--- src/rtl/nand_cmd_addr_sequencer.sv ---
// NAND command/address latch sequencer: optional CMD1, up to ADDR_CYCLES address
// cycles, optional CMD2, then an optional tWB + R/B# wait with timeout.
module nand_cmd_addr_sequencer #(
    parameter int IO_W        = 8,
    parameter int ADDR_CYCLES = 5,
    parameter int T_WP        = 2,
    parameter int T_WH        = 2,
    parameter int T_WB        = 4,
    parameter int TIMEOUT     = 4096
) (
    input  logic                        clk,
    input  logic                        rst,
    input  logic                        start,
    input  logic                        use_cmd1,
    input  logic [IO_W-1:0]             cmd1,
    input  logic [2:0]                  n_addr,
    input  logic [IO_W*ADDR_CYCLES-1:0] addr,
    input  logic                        use_cmd2,
    input  logic [IO_W-1:0]             cmd2,
    input  logic                        wait_rb,
    input  logic                        rb_n,
    output logic                        CE_n,
    output logic                        CLE,
    output logic                        ALE,
    output logic                        WE_n,
    output logic                        RE_n,
    output logic [IO_W-1:0]             io_out,
    output logic                        io_oe,
    output logic                        busy,
    output logic                        done,
    output logic                        timeout
);

    localparam int ADDR_W   = IO_W * ADDR_CYCLES;
    localparam int BUS_LEN  = T_WP + T_WH;
    localparam int BUS_CW   = $clog2(BUS_LEN);
    localparam int WAIT_MAX = (TIMEOUT > T_WB) ? TIMEOUT : T_WB;
    localparam int WAIT_CW  = $clog2(WAIT_MAX + 1);

    localparam logic [2:0]         MAX_ADDR = 3'(ADDR_CYCLES);
    localparam logic [BUS_CW-1:0]  BUS_LAST = BUS_CW'(BUS_LEN - 1);
    localparam logic [BUS_CW-1:0]  WP_END   = BUS_CW'(T_WP);
    localparam logic [WAIT_CW-1:0] TWB_LAST = WAIT_CW'(T_WB - 1);
    localparam logic [WAIT_CW-1:0] TO_LAST  = WAIT_CW'(TIMEOUT - 1);

    typedef enum logic [2:0] {
        S_IDLE,
        S_CMD1,
        S_ADDR,
        S_CMD2,
        S_WAIT_TWB,
        S_WAIT_RB,
        S_FINISH
    } state_t;

    state_t state, state_d;

    logic [BUS_CW-1:0]  bus_cnt;
    logic [WAIT_CW-1:0] wait_cnt;
    logic [2:0]         addr_left;
    logic               timed_out;

    logic               rb_q;
    logic               use_cmd2_q;
    logic               wait_rb_q;
    logic [IO_W-1:0]    cmd1_q;
    logic [IO_W-1:0]    cmd2_q;
    logic [ADDR_W-1:0]  addr_sh;

    logic [2:0]         n_addr_c;
    logic               bus_end;
    logic               we_high;
    logic               in_bus;
    logic               in_wait;

    // First enabled phase in CMD1 -> ADDR -> CMD2 -> WAIT_TWB -> FINISH order.
    function automatic state_t pick(input logic c1, input logic a, input logic c2, input logic w);
        if (c1)      return S_CMD1;
        else if (a)  return S_ADDR;
        else if (c2) return S_CMD2;
        else if (w)  return S_WAIT_TWB;
        else         return S_FINISH;
    endfunction

    always_ff @(posedge clk) begin
        if (rst) state <= S_IDLE;
        else     state <= state_d;
    end

    always_comb begin
        // NOTE: every output gets a default before the case so no path infers a latch.
        state_d  = state;
        CE_n     = 1'b1;
        CLE      = 1'b0;
        ALE      = 1'b0;
        WE_n     = 1'b1;
        RE_n     = 1'b1;
        io_out   = '0;
        io_oe    = 1'b0;
        busy     = 1'b0;
        done     = 1'b0;
        timeout  = 1'b0;
        n_addr_c = (n_addr > MAX_ADDR) ? MAX_ADDR : n_addr;
        bus_end  = (bus_cnt == BUS_LAST);
        we_high  = (bus_cnt >= WP_END);
        in_bus   = (state == S_CMD1) || (state == S_ADDR) || (state == S_CMD2);
        in_wait  = (state == S_WAIT_TWB) || (state == S_WAIT_RB);

        if (in_bus || in_wait) begin
            CE_n = 1'b0;
            busy = 1'b1;
        end
        if (in_bus) begin
            WE_n  = we_high;
            io_oe = 1'b1;
        end

        case (state)
            S_IDLE: begin
                if (start) state_d = pick(use_cmd1, n_addr_c != 3'd0, use_cmd2, wait_rb);
            end
            S_CMD1: begin
                CLE    = 1'b1;
                io_out = cmd1_q;
                if (bus_end) state_d = pick(1'b0, addr_left != 3'd0, use_cmd2_q, wait_rb_q);
            end
            S_ADDR: begin
                ALE    = 1'b1;
                io_out = addr_sh[IO_W-1:0];
                if (bus_end && addr_left == 3'd1) state_d = pick(1'b0, 1'b0, use_cmd2_q, wait_rb_q);
            end
            S_CMD2: begin
                CLE    = 1'b1;
                io_out = cmd2_q;
                if (bus_end) state_d = pick(1'b0, 1'b0, 1'b0, wait_rb_q);
            end
            S_WAIT_TWB: begin
                if (wait_cnt == TWB_LAST) state_d = S_WAIT_RB;
            end
            S_WAIT_RB: begin
                if (rb_q || wait_cnt == TO_LAST) state_d = S_FINISH;
            end
            S_FINISH: begin
                done    = 1'b1;
                timeout = timed_out;
                state_d = S_IDLE;
            end
            default: state_d = S_IDLE;
        endcase
    end

    always_ff @(posedge clk) begin
        if (rst) begin
            bus_cnt   <= '0;
            wait_cnt  <= '0;
            addr_left <= '0;
            timed_out <= 1'b0;
        end else begin
            if (in_bus && !bus_end) bus_cnt <= bus_cnt + BUS_CW'(1);
            else                    bus_cnt <= '0;

            // Restarts from zero whenever a wait state is entered or left.
            if (in_wait && state_d == state) wait_cnt <= wait_cnt + WAIT_CW'(1);
            else                             wait_cnt <= '0;

            if (state == S_IDLE && start)       addr_left <= n_addr_c;
            else if (state == S_ADDR && bus_end) addr_left <= addr_left - 3'd1;

            if (state == S_WAIT_RB && !rb_q && wait_cnt == TO_LAST) timed_out <= 1'b1;
            else if (state == S_IDLE)                               timed_out <= 1'b0;
        end
    end

    // NOTE: request/data registers carry no reset; they are only read after a start loads them.
    always_ff @(posedge clk) begin
        rb_q <= rb_n;
        if (state == S_IDLE && start) begin
            use_cmd2_q <= use_cmd2;
            wait_rb_q  <= wait_rb;
            cmd1_q     <= cmd1;
            cmd2_q     <= cmd2;
            addr_sh    <= addr;
        end else if (state == S_ADDR && bus_end) begin
            addr_sh <= addr_sh >> IO_W;
        end
    end

endmodule

--- config.mk ---
export PLATFORM = sky130hd
export DESIGN_NAME = nand_cmd_addr_sequencer
export DESIGN_NICKNAME = d
export VERILOG_FILES = /design/src/rtl/nand_cmd_addr_sequencer.sv
export SDC_FILE = /design/constraint.sdc
export NUM_CORES = 1
export LEC_CHECK = 0
export CAP_MARGIN = 10
export CORE_MARGIN = 2
export CORE_UTILIZATION = 40
export DETAILED_ROUTE_END_ITERATION = 6
export HOLD_SLACK_MARGIN = 0.12
export PLACE_DENSITY_LB_ADDON = 0.2
export SLEW_MARGIN = 25
export SYNTH_ARGS = -nofsm -noshare
export SYNTH_HDL_FRONTEND = slang
export SYNTH_SLANG_ARGS = --single-unit
--- constraint.sdc ---
create_clock -name clk -period 2.9 [get_ports clk]
set_input_delay 0.58 -clock clk [delete_from_list [all_inputs] [get_ports clk]]
set_output_delay 0.58 -clock clk [all_outputs]
set_load 0.02 [all_outputs]
[Word level (Yosys, flattened, before mapping)]
Cells that the tools add are included.
Storage, ports and cells
  logic and storage cells: 81
  output and inout bits: 17
  register bits: 81
  input port bits: 66
Operators by class
  $add $sub $neg: 3
  equality and inequality tests: 11
  $lt $le $gt $ge: 2
  reduce and logical (&&, ||, !) cells: 22
  bitwise gates (word level): 2
  muxes and demuxes: 30
Operator list (number)
  two-way mux 40 bit: 2
  two-way mux 3 bit: 14
  one-hot mux 8 bit (3 select lines): 1
  one-hot mux 3 bit (6 select lines): 1
  adder 13 x 1 -> 13 bit, second input constant: 1
  equality test 13 x 12 -> 1 bit, second input constant: 1
  equality test 13 x 2 -> 1 bit, second input constant: 1
  two-way mux 1 bit: 10
  equality test 3 bit, second input constant: 3
  logical AND 1 bit: 7
  equality test 3 x 1 -> 1 bit, second input constant: 2
  equality test 3 x 2 -> 1 bit, second input constant: 2
  nonzero test 3 bit: 2
  OR reduction 2 bit: 3
  logical OR 1 bit: 5
  two-way mux 2 bit: 2
  nonzero test 2 bit: 2
  equality test 3 bit: 1
  > comparator 3 bit, second input constant: 1
  logical NOT 3 bit: 1
  subtractor 3 x 1 -> 3 bit, second input constant: 1
  adder 2 x 1 -> 2 bit, second input constant: 1
  equality test 2 bit, second input constant: 1
  >= comparator 2 bit, second input constant: 1
  2 further kinds: 4

[Depth between registers and ports, before layout]
Gate-level depths: netlist of the first run.
  depth after elaboration: 11
  mapped depth: 7
  depth with buffers taken out: 6

[Worst setup path after synthesis of the first run]
No wires, ideal clock.
  path type: input to register
  from: input port start
  to: register addr_sh[0], enable pin
  library setup time: 0.398 ns
  arrival time: 2.334 ns
  cell stages on the path: 5
  buffers on the path: 3
  slack: 0.167 ns
  cell sequence: or4b_1 -> buf_2 -> buf_2 -> buf_6 -> nand2_1
Between the ends
  cells in the longest elaborated chain, start to end: 2
RTL lines
  start: declaration: RTL line 13  | input logic start,
  logical AND 1 bit: RTL line 177  | if (state == S_IDLE && start) begin
  nonzero test 2 bit (no line)
  end signal: assignment: RTL line 182  | addr_sh <= addr;
  end signal: assignment: RTL line 184  | addr_sh <= addr_sh >> IO_W;
  end: declaration: RTL line 68  | logic [ADDR_W-1:0] addr_sh;
No other way between the ends.
A chain may end at the register's enable or synchronous reset.

[Worst setup path after layout of the first run]
  from: register state[0]
  to: output port WE_n
Between the ends
  cells in the longest elaborated chain, start to end: 4
RTL lines
  start: declaration: RTL line 56  | state_t state, state_d;
  start signal: assignment: RTL line 87  | else state <= state_d;
  equality test 3 x 1 -> 1 bit or equality test 3 x 2 -> 1 bit (tied branches): RTL line 106  | in_bus = (state == S_CMD1) || (state == S_ADDR) || (state == S_CMD2);
  logical OR 1 bit: RTL line 106
  logical OR 1 bit (*): RTL line 106
  two-way mux 1 bit (*): RTL line 113  | if (in_bus) begin
  end: declaration: RTL line 25  | output logic WE_n,
Every way passes the cells marked *; elsewhere a longest branch is shown, timed or not.

==> metrics, run 1 <==
Tcrit/Tclk final=0.929; PortBufs=between 80 and 90; Starting Density=0.409; commonest non-fill, non-tap cell in the layout=nand2_1; largest area contributor in the netlist=edfxtp_1; Total GRT Usage=0.154; Setup violations, final=0; Critical Path RT=2.32 ns; Setup TNS=0 ns; Hold Fails Final Rpt=0; sequential-to-total area share from yosys stat=0.585; crit-path max FO=10; Ant. Diodes=0; CORE AREA=9200 µm²; initial antenna violation count=0; Detail Placement HPWL=approximately 5000 µm; commonest non-fill, non-tap cells in the layout=nand2_1 (107), clkdlybuf4s50_1 (81), edfxtp_1 (58); Clock Tree Buf Depth=2; status=finished clean; R2R depth=5; CP Capture Type=primary output; Die H=a little over 100 µm; max frequency=between 0.3 and 0.4 GHz; total number of vias=around 2,700; Post-synth EDFFs=58; #FFs+latches synth=81; worst hold slack=approximately 0.46 ns; FF-to-FF setup slack=around 0.72 ns; sequential share of power=0.553; Synthesized Nets=approximately 430; Int Pwr=0.00190 W; RSZ-0062 raised after global routing=no; GR Overflow Total=0; Worst R2R End=addr_sh[38]; vias per cell=around 5.0; library cells used by synthesis=53; P_sw=0.000654 W; critical path capture point=WE_n; global-route wire length before repair=between 10,000 and 15,000 µm; vias in the first global route=2,575; clk slew on worst S/H paths=0.08 ns; Comb pwr share=0.177; Area contributors post-synth=edfxtp_1 (46%), dfxtp_1 (12%), nand2_1 (11%), mux2_2 (2.4%), xnor2_1 (2.1%); maximum vdd drop=just over 0.2 mV; Min-Delay Path Class=flop to flop; Clock Sinks=a little over 80; Starting DRT DRC Count=87; CTS tree=done; Post-Syn Area per Cell=10.6 µm²; root buf cell=clkbuf_8; gpl congestion=around 0.85; max-cap violations=0; cells after synthesis=~360; Ys Warns=0; Final min period=roughly 2.7 ns; DIE AREA=just over 10,000 µm²; Pwr per Cell Area=around 530 nW/µm²; Rows=35; clock latency at the later pin of the worst-skew pair=around 0.35 ns; Finished Core Util=0.526; Crit Path Category=flop to primary output; Die W=between 100 and 150 µm; slowest cell delay on critical path=roughly 0.55 ns; H-tree Lvls=3; layout cells sized above 1=0.0934; Critical path origin=state[0]; switching part of the total power=0.256; worst reg2reg path startpoint=state[1]; power share of the clock group=0.270; Leakage=between 1.5 and 2 nW; Max Slew Vio Count=0; CTS hold repair buffers=0; num ports=83; Post-Syn Area=~3800 µm²; Worst path slowest cell=clkdlybuf4s50_1; CTS Buf Count=9; prevailing post-synth register cell=edfxtp_1; Area Growth Syn to Fin=28.5%; largest net degree at the start of global routing=between 50 and 60; Post-Route WL=7330 µm; crit path DAT=2.11 ns; Detailed Routing Iterations Pass 1=4; Avg WL per Cell=13.3 µm; nets=around 510; # DRC=0; Final ANT Viol Nets=0; area share of the largest cell type after synthesis=0.463; crit path cell chain=nor2_1, or2_2, or3_1, clkdlybuf4s50_1; CP startpoint kind=flop; share of flip-flops with an asynchronous set or reset=0; clk_skew=roughly 0.0042 ns
-- sequential cells by signal, summed over array words and instances, names as in the netlist --
register / cells
cmd1_q: 8
cmd2_q: 8
state: 3
bus_cnt: 2
rb_q: 1
use_cmd2_q: 1
addr_sh: 40
timed_out: 1
addr_left: 3
wait_rb_q: 1
wait_cnt: 13
-- how the worst min path moves through the flow --
stage	slack [ns]	end	from	cells after the start
2_1_floorplan	0.42	bus_cnt[0]	bus_cnt[0]	1
3_3_place_gp	0.44	bus_cnt[0]	bus_cnt[0]	1
3_5_place_dp	0.46	bus_cnt[0]	bus_cnt[0]	1
4_1_cts	0.47	bus_cnt[0]	bus_cnt[0]	1
5_1_grt	0.49	bus_cnt[0]	bus_cnt[0]	1
6_report	0.46	bus_cnt[0]	bus_cnt[0]	1
-- final cells by class --
| class | count | area [µm²] |
|---|---|---|
| Fill cell | 824 | 4360 |
| Sequential cell | 81 | 2200 |
| Multi-Input combinational cell | 243 | 1390 |
| Timing Repair Buffer | 90 | 903 |
| Tap cell | 111 | 139 |
| Clock buffer | 9 | 124 |
| Inverter | 10 | 40.0 |
| Clock inverter | 6 | 36.3 |
-- metrics by stage --
step           cell area (µm²)  instances  worst slack, ns  total power (W)
6_report                  4840        550            0.206          0.00255
3_3_place_gp              4680        535            0.455          0.00189
5_1_grt                   4840        550           0.0924          0.00270
2_1_floorplan             3760        355            0.167          0.00169
3_5_place_dp              4680        535            0.432          0.00190
4_1_cts                   4840        550           0.0361          0.00258
-- Yosys cell counts, types with 2 or more instances --
cell type / count
nand2_1: 108
edfxtp_1: 58
dfxtp_1: 23
nor2_1: 16
nor3_1: 15
and2_1: 10
a22oi_1: 9
buf_2: 9
inv_1: 9
xnor2_1: 9
mux2_2: 8
nor4_1: 7
ha_1: 6
buf_6: 5
nand3_1: 5
a21oi_1: 4
clkbuf_1: 4
a211oi_1: 3
nand4_1: 3
nor2b_1: 3
nor3b_1: 3
a31oi_1: 2
and3_1: 2
buf_1: 2
nand2b_1: 2
nor4b_1: 2
xor2_1: 2
-- metal layers --
metal,part of all wire,wire length (µm),vias to the layer above,global-route usage
met5,0,0,-,0
met2,0.46,3380,70,0.243
met4,0.016,114,0,0.0499
met1,0.46,3410,1251,0.209
li1,-,-,1398,-
met3,0.059,429,11,0.0374
-- kinds of logic after synthesis --
logic type,share of synthesized area
simple gates,0.239
flops,0.585
buf+inv,0.0455
compound gates,0.0605
xor+xnor,0.0256
mux,0.0239
fa+ha+maj,0.0199
other cells,0.000996
-- critical path: cells and delay by family, from the launching register on --
| kind | cells | cell delay, ns |
|---|---|---|
| flops | 1 | 0.52 |
| buf+inv | 1 | 0.55 |
| simple gates | 3 | 0.70 |
-- what timing repair did --
item / CTS / global route
hold endpoints to repair: 0 / 0
endpoints found under the setup margin: 0 / 10
gates resized for setup: 0 / 1
buffers inserted: 0 / 0
-- power groups by stage --
| stage | clock [W] | sequential [W] | combinational (W) |
|---|---|---|---|
| 2_1_floorplan | 0 | 0.00142 | 0.000268 |
| 3_3_place_gp | 0 | 0.00144 | 0.000448 |
| 3_5_place_dp | 0 | 0.00144 | 0.000456 |
| 4_1_cts | 0.000712 | 0.00141 | 0.000457 |
| 5_1_grt | 0.000773 | 0.00142 | 0.000503 |
| 6_report | 0.000690 | 0.00141 | 0.000451 |
(Power assumes the default switching activity.)
==> run 2: changes to the inputs <==
--- a/config.mk
+++ b/config.mk
@@ -5,7 +5,7 @@
 export SDC_FILE = /design/constraint.sdc
 export NUM_CORES = 1
 export LEC_CHECK = 0
-export CAP_MARGIN = 10
+export CAP_MARGIN = 25
 export CORE_MARGIN = 2
 export CORE_UTILIZATION = 40
 export DETAILED_ROUTE_END_ITERATION = 6
==> results of run 2 <==
Final layout, timing and power as in run 1 (identical DEF).
